$ cat src/rtl/mcpu_ctrl_pkg.sv
// Shared encodings for the multi-cycle MIPS control unit: states, datapath mux codes, opcodes.
package mcpu_ctrl_pkg;

  typedef enum logic [3:0] {
    S_FETCH     = 4'd0,
    S_DECODE    = 4'd1,
    S_CALC_ADDR = 4'd2,
    S_LW_MEM    = 4'd3,
    S_LW_WB     = 4'd4,
    S_SW_MEM    = 4'd5,
    S_EXEC      = 4'd6,
    S_R_WB      = 4'd7,
    S_BEQ       = 4'd8,
    S_J         = 4'd9,
    S_BNE       = 4'd10,
    S_RI_EXEC   = 4'd11,
    S_RI_WB     = 4'd12,
    S_JAL       = 4'd13,
    S_TRAP      = 4'd14
  } ctrl_state_t;

  localparam logic [1:0] PCSRC_ALU    = 2'b00;
  localparam logic [1:0] PCSRC_ALUOUT = 2'b01;
  localparam logic [1:0] PCSRC_JUMP   = 2'b10;

  localparam logic [1:0] ALUB_REGB  = 2'b00;
  localparam logic [1:0] ALUB_FOUR  = 2'b01;
  localparam logic [1:0] ALUB_IMM   = 2'b10;
  localparam logic [1:0] ALUB_IMMSH = 2'b11;

  localparam logic [1:0] ALUOP_ADD   = 2'b00;
  localparam logic [1:0] ALUOP_SUB   = 2'b01;
  localparam logic [1:0] ALUOP_FUNCT = 2'b10;
  localparam logic [1:0] ALUOP_OPC   = 2'b11;

  localparam logic [1:0] REGDST_RT = 2'b00;
  localparam logic [1:0] REGDST_RD = 2'b01;
  localparam logic [1:0] REGDST_RA = 2'b10;

  localparam logic [1:0] MEMTOREG_ALU = 2'b00;
  localparam logic [1:0] MEMTOREG_MDR = 2'b01;
  localparam logic [1:0] MEMTOREG_PC  = 2'b10;

  localparam logic [5:0] EXE_RTYPE = 6'b000000;
  localparam logic [5:0] EXE_J     = 6'b000010;
  localparam logic [5:0] EXE_JAL   = 6'b000011;
  localparam logic [5:0] EXE_BEQ   = 6'b000100;
  localparam logic [5:0] EXE_BNE   = 6'b000101;
  localparam logic [5:0] EXE_ADDI  = 6'b001000;
  localparam logic [5:0] EXE_SLTI  = 6'b001010;
  localparam logic [5:0] EXE_ANDI  = 6'b001100;
  localparam logic [5:0] EXE_ORI   = 6'b001101;
  localparam logic [5:0] EXE_XORI  = 6'b001110;
  localparam logic [5:0] EXE_LW    = 6'b100011;
  localparam logic [5:0] EXE_SW    = 6'b101011;

  function automatic logic isRiOp(input logic [5:0] op);
    return (op == EXE_ADDI) || (op == EXE_ANDI) || (op == EXE_ORI) ||
           (op == EXE_XORI) || (op == EXE_SLTI);
  endfunction

endpackage

$ cat src/rtl/ctrl_instr_counter.sv
// Retired-instruction counter; wraps modulo 2^CNT_W.
module ctrl_instr_counter #(
  parameter int CNT_W = 32
) (
  input  logic             clk,
  input  logic             rst_n,
  input  logic             inc,
  output logic [CNT_W-1:0] cnt
);

  always_ff @(posedge clk) begin
    if (!rst_n)   cnt <= '0;
    else if (inc) cnt <= cnt + CNT_W'(1);
  end

endmodule

$ cat src/rtl/multicycle_ctrl_fsm.sv
// Multi-cycle MIPS control FSM with memory wait states, JAL, illegal-opcode trap and retire counter.
module multicycle_ctrl_fsm
  import mcpu_ctrl_pkg::*;
#(
  parameter int         OP_W        = 6,
  parameter int         CNT_W       = 32,
  parameter bit         HAS_JAL     = 1'b1,
  parameter bit         HAS_TRAP    = 1'b1,
  parameter logic [1:0] EXC_VEC_SEL = 2'b11
) (
  input  logic             clk,
  input  logic             rst_n,
  input  logic [OP_W-1:0]  opCode,
  input  logic             mem_ready,
  output logic             PCWrite,
  output logic             PCWriteCond,
  output logic             CondSrc,
  output logic [1:0]       PCSrc,
  output logic             ALUSrcA,
  output logic [1:0]       ALUSrcB,
  output logic [1:0]       ALUOp,
  output logic             RegWrite,
  output logic [1:0]       RegDst,
  output logic [1:0]       MemtoReg,
  output logic             MemRead,
  output logic             MemWrite,
  output logic             IorD,
  output logic             IRWrite,
  output logic             instr_done,
  output logic             illegal_op,
  output logic [CNT_W-1:0] instr_cnt,
  output logic [3:0]       state
);

  ctrl_state_t stateQ, stateD;

  always_ff @(posedge clk) begin
    if (!rst_n) stateQ <= S_FETCH;
    else        stateQ <= stateD;
  end

  assign state = stateQ;

  always_comb begin
    stateD = S_FETCH;
    case (stateQ)
      S_FETCH:  stateD = mem_ready ? S_DECODE : S_FETCH;
      S_DECODE: begin
        if (opCode == EXE_LW || opCode == EXE_SW) stateD = S_CALC_ADDR;
        else if (opCode == EXE_BEQ)               stateD = S_BEQ;
        else if (opCode == EXE_BNE)               stateD = S_BNE;
        else if (opCode == EXE_J)                 stateD = S_J;
        else if (HAS_JAL && opCode == EXE_JAL)    stateD = S_JAL;
        else if (isRiOp(opCode))                  stateD = S_RI_EXEC;
        else if (opCode == EXE_RTYPE)             stateD = S_EXEC;
        else                                      stateD = HAS_TRAP ? S_TRAP : S_FETCH;
      end
      S_CALC_ADDR: begin
        if (opCode == EXE_LW)      stateD = S_LW_MEM;
        else if (opCode == EXE_SW) stateD = S_SW_MEM;
      end
      S_LW_MEM:  stateD = mem_ready ? S_LW_WB : S_LW_MEM;
      S_SW_MEM:  stateD = mem_ready ? S_FETCH : S_SW_MEM;
      S_EXEC:    stateD = S_R_WB;
      S_RI_EXEC: stateD = S_RI_WB;
      default:   stateD = S_FETCH;
    endcase
  end

  // Reset holds FETCH mux settings but blocks every write/request so nothing partial escapes.
  always_comb begin
    PCWrite     = 1'b0;
    PCWriteCond = 1'b0;
    CondSrc     = 1'b0;
    PCSrc       = PCSRC_ALU;
    ALUSrcA     = 1'b0;
    ALUSrcB     = ALUB_REGB;
    ALUOp       = ALUOP_ADD;
    RegWrite    = 1'b0;
    RegDst      = REGDST_RT;
    MemtoReg    = MEMTOREG_ALU;
    MemRead     = 1'b0;
    MemWrite    = 1'b0;
    IorD        = 1'b0;
    IRWrite     = 1'b0;
    instr_done  = 1'b0;
    illegal_op  = 1'b0;
    if (!rst_n) begin
      ALUSrcB = ALUB_FOUR;
    end else begin
      case (stateQ)
        S_FETCH: begin
          MemRead = 1'b1;
          ALUSrcB = ALUB_FOUR;
          IRWrite = mem_ready;
          PCWrite = mem_ready;
        end
        S_DECODE:    ALUSrcB = ALUB_IMMSH;
        S_CALC_ADDR: begin
          ALUSrcA = 1'b1;
          ALUSrcB = ALUB_IMM;
        end
        S_LW_MEM: begin
          MemRead = 1'b1;
          IorD    = 1'b1;
        end
        S_LW_WB: begin
          RegWrite   = 1'b1;
          MemtoReg   = MEMTOREG_MDR;
          instr_done = 1'b1;
        end
        S_SW_MEM: begin
          MemWrite   = 1'b1;
          IorD       = 1'b1;
          instr_done = mem_ready;
        end
        S_EXEC: begin
          ALUSrcA = 1'b1;
          ALUOp   = ALUOP_FUNCT;
        end
        S_R_WB: begin
          RegWrite   = 1'b1;
          RegDst     = REGDST_RD;
          instr_done = 1'b1;
        end
        S_RI_EXEC: begin
          ALUSrcA = 1'b1;
          ALUSrcB = ALUB_IMM;
          ALUOp   = ALUOP_OPC;
        end
        S_RI_WB: begin
          RegWrite   = 1'b1;
          instr_done = 1'b1;
        end
        S_BEQ, S_BNE: begin
          ALUSrcA     = 1'b1;
          ALUOp       = ALUOP_SUB;
          PCSrc       = PCSRC_ALUOUT;
          PCWriteCond = 1'b1;
          CondSrc     = (stateQ == S_BNE);
          instr_done  = 1'b1;
        end
        S_J: begin
          PCWrite    = 1'b1;
          PCSrc      = PCSRC_JUMP;
          instr_done = 1'b1;
        end
        // Link register takes the current PC, which already holds PC+4.
        S_JAL: begin
          PCWrite    = 1'b1;
          PCSrc      = PCSRC_JUMP;
          RegWrite   = 1'b1;
          RegDst     = REGDST_RA;
          MemtoReg   = MEMTOREG_PC;
          instr_done = 1'b1;
        end
        S_TRAP: begin
          PCWrite    = 1'b1;
          PCSrc      = EXC_VEC_SEL;
          illegal_op = 1'b1;
        end
        default: ;
      endcase
    end
  end

  ctrl_instr_counter #(.CNT_W(CNT_W)) u_counter (
    .clk   (clk),
    .rst_n (rst_n),
    .inc   (instr_done),
    .cnt   (instr_cnt)
  );

endmodule

$ cat config.mk
export PLATFORM = sky130hd
export DESIGN_NAME = multicycle_ctrl_fsm
export DESIGN_NICKNAME = d
export VERILOG_FILES = /design/src/rtl/mcpu_ctrl_pkg.sv /design/src/rtl/ctrl_instr_counter.sv /design/src/rtl/multicycle_ctrl_fsm.sv
export SDC_FILE = /design/constraint.sdc
export NUM_CORES = 1
export LEC_CHECK = 0
export BUFFER_PORTS_ARGS = -buffer_cell sky130_fd_sc_hd__buf_2
export CORE_MARGIN = 1
export CORE_UTILIZATION = 55
export CTS_BUF_LIST = sky130_fd_sc_hd__clkbuf_16
export CTS_CLUSTER_SIZE = 30
export DETAILED_ROUTE_END_ITERATION = 7
export PLACE_DENSITY = 0.85
export SLEW_MARGIN = 20
export SYNTH_ARGS = -nofsm -noshare
export SYNTH_HDL_FRONTEND = slang
export SYNTH_SLANG_ARGS = --single-unit
$ cat constraint.sdc
create_clock -name clk -period 3.3 [get_ports clk]
set_input_delay 0 -clock clk [delete_from_list [all_inputs] [get_ports clk]]
set_output_delay 0 -clock clk [all_outputs]
set_load 0.05 [all_outputs]
Word level (Yosys, flattened, before mapping). Cells that the tools add are included.

Bits in registers: 36. Input port bits: 9. Output and inout bits: 57. Logic and storage cells: 89.

Add/sub/neg operators: 1. Eq/ne operators: 25. Muxes and demuxes: 45. Reduce and logical (&&, ||, !) cells: 16.

Operator list (count): $add A32 B1 Y32 const B (1); $eq A6 B4 Y1 const B (5); $eq A4 B4 Y1 const B (7); $mux W4 (7); $pmux W4 S7 (1); $mux W1 (21); $pmux W2 S3 (3); $eq A4 B3 Y1 const B (4); $eq A6 B2 Y1 const B (2); $eq A6 B3 Y1 const B (2); $eq A6 B6 Y1 const B (2); $mux W3 (4); $mux W2 (5); $reduce_or A2 Y1 (5); $eq A4 B2 Y1 const B (2); $pmux W2 S2 (2); $reduce_or A7 Y1 (1); $logic_not A6 Y1 (1); $logic_or A1 B1 Y1 (5); $reduce_or A5 Y1 (1); $eq A4 B1 Y1 const B (1); $logic_not A4 Y1 (1); $pmux W1 S2 (2); $reduce_or A4 Y1 (1); $reduce_or A3 Y1 (1).

Depth between registers and ports, before layout.
Depth in word-level cells: 12. Mapped depth: 8. Mapped depth without buffers: 6.

Hierarchy. A second synthesis with hierarchy kept.

Cell total of the unflattened synthesis: 284. Area, all modules: 2240.9 um^2.

Modules (own cells, without submodules): ctrl_instr_counter (instances 1, cells each 176, area each 1562.7 um^2, seq. area each 640.6 um^2); multicycle_ctrl_fsm (instances 1, cells each 108, area each 678.2 um^2, seq. area each 80.1 um^2).

Worst setup path before layout. Ideal clock, no wire load.

Path type: register to output. Start: register stateQ[2] (netlist: state[2]). End: output MemtoReg[0]. Arrival time: 2.713 ns. Required time: 3.300 ns. Slack: 0.587 ns. Stages on the path, launching flop included: 5. Path buffers: 2. Cells stage by stage: dfxtp_1 > buf_6 > clkbuf_1 > nand2_1 > nor4_1.

Longest elaborated chain between the ends: 3. Elaborated cells between the ends (all ways): 4. Classes of those cells: eq/ne (2); mux (2).

Ends and longest elaborated chain: start: declaration (RTL line multicycle_ctrl_fsm.sv:35) `ctrl_state_t stateQ, stateD;`; start signal: assignment (RTL line multicycle_ctrl_fsm.sv:39) `else stateQ <= stateD;`; $eq A4 B4 Y1 / $eq A4 B3 Y1 (equally long branches) (RTL line multicycle_ctrl_fsm.sv:91) `case (stateQ)`; $pmux W2 S2 (*) (RTL line multicycle_ctrl_fsm.sv:91); $mux W2 (*) (RTL line multicycle_ctrl_fsm.sv:88) `if (!rst_n) begin`; end: declaration (RTL line multicycle_ctrl_fsm.sv:24) `output logic [1:0] MemtoReg,`.

Every way passes the cells marked *; elsewhere a longest branch is shown, timed or not.

Worst setup path in the final report.
Start: register stateQ[0] (netlist: state[0]). End: register u_counter.cnt[29].

Longest elaborated chain between the ends: 4. Elaborated cells between the ends (all ways): 11. Classes of those cells: eq/ne (8); mux (2); reduce/logical (1).

Ends and longest elaborated chain: $eq A4 B4 Y1 / $eq A4 B3 Y1 (equally long branches) (RTL line multicycle_ctrl_fsm.sv:91); $reduce_or A7 Y1 (no source line); $pmux W1 S2 (*) (RTL line multicycle_ctrl_fsm.sv:91); $mux W1 (*) (RTL line multicycle_ctrl_fsm.sv:88); end signal: assignment (RTL line ctrl_instr_counter.sv:13) `else if (inc) cnt <= cnt + CNT_W'(1);`; end: declaration (RTL line ctrl_instr_counter.sv:8) `output logic [CNT_W-1:0] cnt`.

Marked as above. A chain may end at the register's enable or synchronous reset.

==> qor.csv <==
metric;value;unit
leak pwr;1.12;nW
Core Box Area;3720;µm²
commonest non-fill, non-tap cell in the layout;buf_2;
most frequent cells in the layout;buf_2 (65), nor2_1 (45), dfxtp_1 (36);
met2 GRT Util;40.7;%
CP cell instances;mux2_4, a221oi_4, nand3_2, or4_1, a21oi_1;
Synth Flop Type;dfxtp_1;
CTS tree;yes;
Total GRT Usage;25.3;%
Most Crowded Layer GR;met2;
worst path required time;3.51;ns
Net Switching;0.402;mW
status;finished, final reports clean;
Max H-tree Level;2;
first-pass GRT wire length;8.43;mm
P_int;0.798;mW
share of cells above drive strength 1;24.0;%
root buf cell;clkbuf_16;
Avg Vias per Cell;5.81;
CTS Sinks;36;
Area growth, synth to finish;21.8;%
number of remaining DRC errors;0;
final worst path period share;77.2;%
fin nets;347;
VDD IR max;0.000317;V
Synth Register Bits;36;
crit path kind;flip-flop to flip-flop;
Setup Fix Bufs, Post-CTS;0;
io pins;66;
Final TNS setup;0;ns
max_cap viols;0;
Initial Util;57.9;%
Cell variety after synth;46;
clk_lat worst skew;0.28;ns
Worst-Margin Slew;0.667;ns
die area;4170;µm²
clk buf depth;2;
asr flop ratio synth;0;%
Critical Path End Type;flip-flop;
clk_skew;0.00220;ns
largest stage delay on the critical path;0.62;ns
Iter 0 DRT Violations;114;
GPL Wtd Cong;0.849;
area occupied by multi-input gates;1340;µm²
yosys warns;0;
slew margin rel.;55.1;%
Hold WS;0.0472;ns
Sequential Area;721;µm²
f_max;0.393;GHz
hold_buf cts;0;
final wirelength;5.16;mm
global route overflow;0;
Flop pwr share;39.6;%
final number of hold-violating endpoints;0;
Sw Share;33.5;%
TritonCTS buffer count;5;
Mapped Cells;277;
cts repair resizes;0;
CP Max Fanout;17;
Setup Viol. Count Final;0;
Syn Nets;287;
sequential fraction of the synthesis area;33.5;%
pin count of the biggest net entering global routing;32;
initial antenna violation count;0;
Synth Cell Area;2150;µm²
min Tclk post-route;2.55;ns
grt met1 use;32.7;%
drt first pass iters;4;
Final ANT Viol Nets;0;
Power Dens Cells;458;nW/µm²
vias in the first global route;1897;
IO buf count;65;
DIE WIDTH;64.6;µm
number of antenna diodes;0;
WP data arrival;2.76;ns
Wirelength per Cell;13.4;µm
via count;2242;
logic gate share of total power;23.4;%
clock-pin slew on the worst setup and hold paths;0.05;ns
EDFF count, synth;0;
die height;64.6;µm
Mapped Avg Cell Area;7.77;µm²
CP Launch Type;flip-flop;
Clock power frac;37.0;%
M3 GR Usage;5.81;%
worst min path class;input port to flip-flop;
row cnt;22;
fin. max-slew vios;0;
unrepaired setup endpoints after global routing;no;
HPWL Detailed;3.64;mm
Worst path slowest cell;dfxtp_1;
fillers;313;
## cell type report
type                            count  area share (%)
Inverter                            4           0.573
Clock buffer                        5            4.77
Timing Repair Buffer               68            13.3
Clock inverter                      3           0.525
Multi-Input combinational cell    222            51.1
Tap cell                           48            2.29
Sequential cell                    36            27.5
## Yosys cell counts, drive strengths merged, types with 2 or more instances
cell / number / area [µm²]
a21oi: 14 / 70.1
a31oi: 5 / 31.3
and2: 4 / 25.0
and3: 7 / 43.8
and4: 6 / 52.6
buf: 6 / 43.8
clkbuf: 9 / 33.8
dfxtp: 36 / 721
inv: 3 / 11.3
mux2i: 2 / 20.0
nand2: 16 / 60.1
nand2b: 7 / 43.8
nand3: 19 / 113
nand4: 15 / 93.8
nor2: 45 / 169
nor2b: 4 / 25.0
nor3: 10 / 55.1
nor4: 4 / 25.0
o21ai: 11 / 55.1
o31ai: 5 / 37.5
or3: 6 / 37.5
or4: 4 / 30.0
xnor2: 5 / 43.8
xor2: 18 / 158
## metal layers
layer	share of wire, %	vias up
li1	-	1116
met2	47	68
met5	0	-
met3	5.7	5
met1	46	1053
met4	1.1	0
## path summary, 6_finish.rpt
path	endpoint	cells after the start	startpoint	slack, ns
worst min-delay path	state[2]$_SDFF_PN0_	3	opCode[3]	0.05
worst min register to register	u_counter.cnt[31]$_SDFFE_PN0P_	2	u_counter.cnt[31]$_SDFFE_PN0P_	0.49
worst max register to register	u_counter.cnt[29]$_SDFFE_PN0P_	5	state[0]$_SDFF_PN0_	0.75
worst max-delay path	u_counter.cnt[29]$_SDFFE_PN0P_	5	state[0]$_SDFF_PN0_	0.75
## logic make-up (layout without fill, tap and decap cells)
group                      count (synthesis)  count (layout)  share of synthesized area, %
AOI/OAI and AO/OA                         42              42                          12.5
xor gates and xnor gates                  23              23                          9.36
adders and majority gates                  1               1                         0.581
buffers and inverters                     19              80                          4.30
DFF                                       36              36                          33.5
muxes                                      3               3                          1.63
and+or+nand+nor                          153             153                          38.1
## critical path: cells and delay by family, from the launching register on
family | cells | cell delay [ns]
AOI/OAI and AO/OA | 2 | 0.67
DFF | 1 | 0.62
muxes | 1 | 0.36
and+or+nand+nor | 2 | 0.82
## power by group through the flow
stage	combinational, mW	sequential, mW	clock (mW)
detailed placement	0.279	0.484	0
floorplan	0.209	0.500	0
CTS	0.280	0.475	0.450
global placement	0.276	0.483	0
global route	0.300	0.478	0.469
finish	0.281	0.475	0.443
## per-stage QoR
stage	area, µm²	power [mW]	utilization, %	setup WS, ns	std cells
6_report	2620	1.20	70.5	0.753	386
5_1_grt	2620	1.25	70.5	0.523	386
4_1_cts	2620	1.20	70.5	0.762	386
3_5_place_dp	2480	0.763	66.8	0.778	378
3_3_place_gp	2480	0.759	66.8	0.807	378
2_1_floorplan	2150	0.709	-	0.587	277
## sequential cells by signal, summed over array words and instances (netlist names)
register / flops
u_counter.cnt: 32
state: 4
Power figures use the tool's default switching activity.
